`config.mk`:
```
export PLATFORM = sky130hd
export DESIGN_NAME = cp0_regfile_v2
export DESIGN_NICKNAME = d
export VERILOG_FILES = /design/src/rtl/cp0_regfile_v2.sv
export SDC_FILE = /design/constraint.sdc
export NUM_CORES = 1
export LEC_CHECK = 0
export ABC_AREA = 1
export CAP_MARGIN = 0
export CORE_UTILIZATION = 43
export DETAILED_ROUTE_END_ITERATION = 10
export PLACE_DENSITY = 0.82
export SLEW_MARGIN = 10
export SYNTH_ARGS = -nofsm -noshare
export SYNTH_HDL_FRONTEND = slang
export SYNTH_SLANG_ARGS = --single-unit
```
`constraint.sdc`:
```
create_clock -name clk -period 1.65 [get_ports clk]
set_clock_uncertainty 0.15 [all_clocks]
set_input_delay 0.33 -clock clk [delete_from_list [all_inputs] [get_ports clk]]
set_output_delay 0.33 -clock clk [all_outputs]
set_load 0.03 [all_outputs]
```
`src/rtl/cp0_regfile_v2.sv`:
```
// cp0_regfile_v2: MIPS CP0 register file (BadVAddr, Count, Compare, Status,
// Cause, EPC, PRId, Config) with Count prescaler and registered int request.
// Ports: clk, rst (async active-low), int_i, MTC0 we_i/waddr_i/wdata_i,
// MFC0 raddr_i/rdata_o, exception exc_*_i, eret_i, status_o/cause_o/epc_o,
// int_req_o. Optional timer (Count/Compare/TI) built when CP0_TIMER_EN is set.
module cp0_regfile_v2 #(
  parameter int          NUM_HW_INT   = 6,
  parameter int          COUNT_DIV    = 2,
  parameter logic [31:0] PRID_VALUE   = 32'h0000_4220,
  parameter logic [31:0] CONFIG_VALUE = 32'h8000_0000
) (
  input  logic                  clk,
  input  logic                  rst,
  input  logic [NUM_HW_INT-1:0] int_i,
  input  logic                  we_i,
  input  logic [4:0]            waddr_i,
  input  logic [31:0]           wdata_i,
  input  logic [4:0]            raddr_i,
  output logic [31:0]           rdata_o,
  input  logic                  exc_valid_i,
  input  logic [4:0]            exc_code_i,
  input  logic [31:0]           exc_pc_i,
  input  logic                  exc_bd_i,
  input  logic [31:0]           exc_badvaddr_i,
  input  logic                  eret_i,
  output logic [31:0]           status_o,
  output logic [31:0]           cause_o,
  output logic [31:0]           epc_o,
  output logic                  int_req_o
);

  localparam logic [4:0] A_BADV = 5'd8;
  localparam logic [4:0] A_CNT  = 5'd9;
  localparam logic [4:0] A_CMP  = 5'd11;
  localparam logic [4:0] A_STAT = 5'd12;
  localparam logic [4:0] A_CAUS = 5'd13;
  localparam logic [4:0] A_EPC  = 5'd14;
  localparam logic [4:0] A_PRID = 5'd15;
  localparam logic [4:0] A_CFG  = 5'd16;

  logic wr_status, wr_cause, wr_epc, wr_count, wr_compare;

  assign wr_status  = we_i && (waddr_i == A_STAT);
  assign wr_cause   = we_i && (waddr_i == A_CAUS);
  assign wr_epc     = we_i && (waddr_i == A_EPC);
  assign wr_count   = we_i && (waddr_i == A_CNT);
  assign wr_compare = we_i && (waddr_i == A_CMP);

  // Hardware lines padded to the full six IP slots; unused slots stay 0.
  logic [5:0] hw_pad;
  always_comb begin
    hw_pad = '0;
    hw_pad[NUM_HW_INT-1:0] = int_i;
  end

  logic [31:0] count_q, compare_q;
  logic        ti_q;

`ifdef CP0_TIMER_EN
  localparam int PW = (COUNT_DIV > 1) ? $clog2(COUNT_DIV) : 1;
  localparam logic [PW-1:0] PMAX = PW'(COUNT_DIV - 1);

  logic [PW-1:0] presc_q, presc_d;
  logic [31:0]   count_d, compare_d;
  logic          ti_d;

  always_comb begin
    presc_d   = presc_q + 1'b1;
    count_d   = count_q;
    compare_d = compare_q;
    if (presc_q == PMAX) begin
      presc_d = '0;
      count_d = count_q + 32'd1;
    end
    if (wr_count) begin
      count_d = wdata_i;
      presc_d = '0;
    end
    if (wr_compare) compare_d = wdata_i;
    ti_d = ti_q | ((count_q == compare_q) && (compare_q != '0));
    // Compare write acknowledges the timer; it wins over a new match.
    if (wr_compare) ti_d = 1'b0;
  end

  always_ff @(posedge clk or negedge rst) begin
    if (!rst) begin
      presc_q   <= '0;
      count_q   <= '0;
      compare_q <= '0;
      ti_q      <= 1'b0;
    end else begin
      presc_q   <= presc_d;
      count_q   <= count_d;
      compare_q <= compare_d;
      ti_q      <= ti_d;
    end
  end
`else
  assign count_q   = '0;
  assign compare_q = '0;
  assign ti_q      = 1'b0;
`endif

  logic [31:0] badv_q, badv_d;
  logic [31:0] epc_q, epc_d;
  logic [7:0]  im_q, im_d;
  logic        exl_q, exl_d;
  logic        ie_q, ie_d;
  logic [1:0]  ipsw_q, ipsw_d;
  logic [5:0]  iphw_q;
  logic        bd_q, bd_d;
  logic [4:0]  code_q, code_d;
  logic        ireq_q, ireq_d;
  logic [7:0]  ip;

  assign ip = {iphw_q[5] | ti_q, iphw_q[4:0], ipsw_q};

  always_comb begin
    badv_d = badv_q;
    epc_d  = epc_q;
    im_d   = im_q;
    exl_d  = exl_q;
    ie_d   = ie_q;
    ipsw_d = ipsw_q;
    bd_d   = bd_q;
    code_d = code_q;
    if (wr_status) begin
      im_d  = wdata_i[15:8];
      exl_d = wdata_i[1];
      ie_d  = wdata_i[0];
    end
    if (wr_cause) ipsw_d = wdata_i[9:8];
    if (wr_epc)   epc_d  = wdata_i;
    if (eret_i)   exl_d  = 1'b0;
    if (exc_valid_i) begin
      // Nested exceptions keep the original return point.
      epc_d  = epc_q;
      ipsw_d = ipsw_q;
      if (!exl_q) begin
        epc_d = exc_bd_i ? exc_pc_i - 32'd4 : exc_pc_i;
        bd_d  = exc_bd_i;
      end
      exl_d  = 1'b1;
      code_d = exc_code_i;
      if (exc_code_i == 5'd4 || exc_code_i == 5'd5)
        badv_d = exc_badvaddr_i;
    end
    ireq_d = ie_q & ~exl_q & |(im_q & ip);
  end

  always_ff @(posedge clk or negedge rst) begin
    if (!rst) begin
      badv_q <= '0;
      epc_q  <= '0;
      im_q   <= '0;
      exl_q  <= 1'b0;
      ie_q   <= 1'b0;
      ipsw_q <= '0;
      iphw_q <= '0;
      bd_q   <= 1'b0;
      code_q <= '0;
      ireq_q <= 1'b0;
    end else begin
      badv_q <= badv_d;
      epc_q  <= epc_d;
      im_q   <= im_d;
      exl_q  <= exl_d;
      ie_q   <= ie_d;
      ipsw_q <= ipsw_d;
      iphw_q <= hw_pad;
      bd_q   <= bd_d;
      code_q <= code_d;
      ireq_q <= ireq_d;
    end
  end

  assign status_o = {9'd0, 1'b1, 6'd0, im_q, 6'd0, exl_q, ie_q};
  assign cause_o  = {bd_q, ti_q, 14'd0, ip, 1'b0, code_q, 2'b00};
  assign epc_o    = epc_q;
  assign int_req_o = ireq_q;

  always_comb begin
    rdata_o = '0;
    case (raddr_i)
      A_BADV:  rdata_o = badv_q;
      A_CNT:   rdata_o = count_q;
      A_CMP:   rdata_o = compare_q;
      A_STAT:  rdata_o = status_o;
      A_CAUS:  rdata_o = cause_o;
      A_EPC:   rdata_o = epc_q;
      A_PRID:  rdata_o = PRID_VALUE;
      A_CFG:   rdata_o = CONFIG_VALUE;
      default: rdata_o = '0;
    endcase
  end

endmodule
```
# Yosys cells after proc, flatten, opt, wreduce, memory -nomap -nowiden
# Index checks and enable logic that the tools add are counted.
[totals]
ramBits = 0
in_bits = 123
output_inout_bits = 129
memories = 0
register_bits = 89
latchBits = 0
romBits = 0
word_cells = 47
[classes]
n_lt_le_gt_ge = 0
mux = 8
multipliers = 0
addsub = 1
div_mod_pow = 0
n_reduce_logical = 11
eq_ne = 12
bitwise = 5
n_shift = 0
[op_table]
columns = ["operator", "n"]
rows = [
  ["$pmux 32 s6", 1],
  ["$mux 32", 4],
  ["$eq 5x4->1 const B", 8],
  ["$sub 32x3->32 const B", 1],
  ["$eq 5x3->1 const B", 2],
  ["$and 8x8->8", 1],
  ["$reduce_and 2->1", 4],
  ["$reduce_or 8->1", 1],
  ["$eq 5x5->1 const B", 1],
  ["$logic_and 1x1->1", 3],
  ["$mux 1", 3],
  ["$reduce_bool 3->1", 1],
  ["$and 1x1->1", 2],
  ["$ne 2x2->1 const B", 1],
  ["$not 1->1", 2],
  ["$reduce_bool 2->1", 1],
  ["$logic_or 1x1->1", 1],
]

# Depth between registers and ports, before layout
# Gate-level depths: netlist (run 1).
[logic_depth]
word_depth = 5
depth_mapped = 13
mapped_depth_nobuf = 13

# Worst setup path before layout (run 1)
# OpenSTA, ideal clock, no wires.
[synth_timing]
path_type = "input to output"
start = "in raddr_i[1]"
end = "out rdata_o[9]"
stages = 6
required_ns = 1.170
t_arrival_ns = 1.301
slack_ns = -0.131
n_path_buf = 1
path_cell_list = "nor2_1 -> nand4_1 -> inv_1 -> clkbuf_1 -> a21oi_1 -> o211ai_1"
[synth_via]
elab_chain_cells = 2
word_cells_on_any_way = 7
classes_between = "eq/ne: 6; mux: 1"
[synth_rtl]
columns = ["element", "line_no", "text"]
rows = [
  ["start, declared", "18", "input logic [4:0] raddr_i,"],
  ["$eq 5x5->1 / $eq 5x4->1 (equally long branches)", "184", "case (raddr_i)"],
  ["$pmux 32 s6 (*)", "184", ""],
  ["end, declared", "19", "output logic [31:0] rdata_o,"],
]
# Mark *: on every way between the ends. The rest lies on a longest branch, timed or not.

# Worst setup path after layout (run 1)
[layout_timing]
start = "in raddr_i[3]"
end = "out rdata_o[9]"
# Same word-level chain as after synthesis.

==> results.md, run 1 <==
* Status: complete, but fails checks
* Failing checks: setup timing
* RSZ-0062 raised after global routing: true
* Count of pins over their slew limit at 0
* Ys async rst share at 100%
* Final Hold Fails at 0
* Period utilisation layout at 127%
* # setup viols final at 34
* Row cnt at 41
* Initial Util at 44.1%
* Number of H-tree levels at 3
* EDFF count, synth at 0
* Fmax at 475 MHz
* # clock sinks at 89
* YS warnings at 0
* R2R Setup Slk at 80 ps
* Layout area overhead at 80.5%
* Register area at 2230 um2
* GP Congestion at 0.969
* Die area at 13500 um2
* CP max stage delay at 230 ps
* Highest Signal Layer: met4
* Synth Instances at 774
* Final wirelength at 25700 um
* Clk Latency, worst-skew pair at 370 ps
* WS Path Type: in2out
* Share of cells above drive strength 1 at 31.9%
* Max-Cap Viols at 0
* First-iteration detailed-routing DRC count at 773
* TritonCTS clock tree: done
* Antenna viol nets, final at 0
* Critical path cell sequence: buf_8 > nand2_8 > nor2_4 > nand2_4 > inv_8 > buf_6 > nand2_1 > o211ai_1 > buf_4
* DRT Pass-1 Iters at 5
* CP max stage cell: o211ai_1
* Delay-heaviest family, CP: buffers and inverters
* Die H at 116 um
* Buffers on Ports at 211
* Worst path arrival time at 1620 ps
* Clock buffer depth at 2
* Number of vias per cell at 5.41
* Multi-input gate area at 3060 um2
* First-pass GRT wire length at 36500 um
* Setup crit start kind: input port
* Synth cell types at 37
* WP data required at 1170 ps
* PwrDens at 830 nW/um2
* Seq/Total Area, Yosys at 39.8%
* WHS at 243 ps
* WL per Instance at 19.8 um
* Number of remaining DRC errors at 0
* Placed cells at 1226
* Post-route worst setup slack at -453 ps
* Highest fanout seen on the critical path at 5
* Final min period at 2100 ps
* P_leak at 5.13 nW
* Filler instances at 811
* Avg Inst Size Synth at 7.22 um2
* # IOs at 252
* Post-Syn Area at 5590 um2
* Grt total ovfl at 0
* Largest net degree at the start of global routing at 35
* Total GRT Usage at 37.4%
* Initial antenna violation count at 2
* Crit end category: output port
* Final net count at 1243
* Hold/Removal Path Class: in2reg
* Peak supply drop at 759 uV
* Vias at 7022
* Top_reg_cell synth: dfrtp_1
* Post-Layout Cell Count at 1298
* Met3 wire len at 3090 um
* Clock transition at the registers of the reported paths at 60 ps
* Clk root buf: clkbuf_16
* Vias in the first global route at 6620
* DRT met1 WL at 8660 um
* DR WL met2 at 12500 um
* Chip Width at 116 um
* Post-synthesis register bit count at 89
* Floorplan core area at 12700 um2
* HPWL Detailed at 15300 um
* CP bufs+invs at 4
* Num CTS Buffers at 9
[registers in the layout, indices dropped and copies added (netlist names)]
name / cells
int_req_o: 1
epc_o: 32
ie_q: 1
code_q: 5
iphw_q: 6
bd_q: 1
exl_q: 1
badv_q: 32
ipsw_q: 2
im_q: 8
[per-stage QoR]
step | utilization (%) | setup slack (ps) | instance area (um2) | total power (W) | TNS (ps)
floorplan | - | -32.5 | 5780 | 0.00418 | -124
global placement | 67.1 | -643 | 8510 | 0.00560 | -51670
detailed placement | 67.1 | -683 | 8510 | 0.00564 | -54510
CTS | 76.1 | -217 | 9640 | 0.00809 | -5490
global route | 79.6 | -507 | 10100 | 0.00866 | -11240
finish | 79.6 | -453 | 10100 | 0.00838 | -9090
[worst paths after layout]
| path | from | endpoint | depth (start not counted) |
|---|---|---|---|
| worst max register to register | exl_q$_DFFE_PN0P_ | epc_o[2]$_DFFE_PN0P_ | 7 |
| min in group asynchronous | rst | badv_q[31]$_DFFE_PN0P_ | 2 |
| worst max-delay path | raddr_i[3] | rdata_o[9] | 9 |
| max in group asynchronous | rst | badv_q[13]$_DFFE_PN0P_ | 3 |
| worst min register to register | badv_q[29]$_DFFE_PN0P_ | badv_q[29]$_DFFE_PN0P_ | 2 |
| worst min-delay path | exc_code_i[2] | code_q[2]$_DFFE_PN0P_ | 3 |
[placed cells by master, fill, tap and decap left out, drive strengths merged, types with 3 or more instances in the layout]
cell type,n
o211ai,8
clkdlybuf4s50,86
inv,96
a21oi,30
dlymetal6s2s,14
dlygate4sd2,35
o21ai,66
bufinv,3
nand4,13
xor2,3
o21bai,3
dfrtp,89
a31oi,4
nor2,100
clkdlybuf4s15,16
conb,40
nand3,37
a22o,15
nand2,219
buf,198
clkbuf,27
[kinds of logic (layout without fill, tap and decap cells)]
logic type,after synthesis,after routing,share of synthesized area [%]
and+or+nand+nor,375,375,27.3
buffers and inverters,167,479,15.3
AOI/OAI and AO/OA,136,136,16.6
DFF,89,89,39.8
xor gates and xnor gates,4,4,0.627
other,2,42,0.134
adders and majority gates,1,1,0.224
[metal layers]
layer | up-vias | global-route usage (%)
met5 | - | 1.48
met1 | 3249 | 41.4
met4 | 0 | 20.1
met3 | 142 | 15.8
li1 | 3095 | -
met2 | 536 | 60.9
[cells in the mapped netlist (8+ instances only)]
cell      instances  area share [%]
a22o_1           15             2.4
nor2_1           97             6.5
clkbuf_1          8            0.54
nand3_1          37             3.3
buf_4            44             5.9
a21oi_1          30             2.7
dfrtp_1          89              40
nand2_1         217              15
inv_1            94             6.3
o21ai_2          32             5.0
buf_2             9            0.81
o211ai_1          8             1.1
nand4_1          13             1.5
o21ai_0          34             3.0
[tightest hold or removal path, stage by stage]
cell	delay, ps
dlygate4sd2_1	210
nand2_2	70
o21ai_0	90
[area by class of cell]
cell class              instances  area share, %
diodes                          2         0.0496
well taps                     172           2.13
repair buffers                366           38.0
multi-input cells             556           30.3
inverters                      97           3.87
flip-flops and latches         89           22.1
clock inverters                 4          0.980
clock buffers                  12           2.54
[power breakdown]
part           switching (W)  internal [W]
combinational        0.00169       0.00128
clock               0.000916       0.00157
sequential          0.000359       0.00256
total                0.00297       0.00541
[what timing repair did]
action	CTS	global route
hold buffers	1	0
gates resized for setup	203	131
buffers inserted	24	18
pin swaps	42	44
endpoints found under the setup margin	138	90
cloned	11	2
hold endpoints to repair	21	0
Power figures use the tool's default switching activity.
==> run 2, diff against run 1 <==
--- a/config.mk
+++ b/config.mk
@@ -8,6 +8,7 @@
 export ABC_AREA = 1
 export CAP_MARGIN = 0
 export CORE_UTILIZATION = 43
+export CTS_CLUSTER_DIAMETER = 200
 export DETAILED_ROUTE_END_ITERATION = 10
 export PLACE_DENSITY = 0.82
 export SLEW_MARGIN = 10
==> results of run 2 <==
Final layout, timing and power as in run 1 (identical DEF).
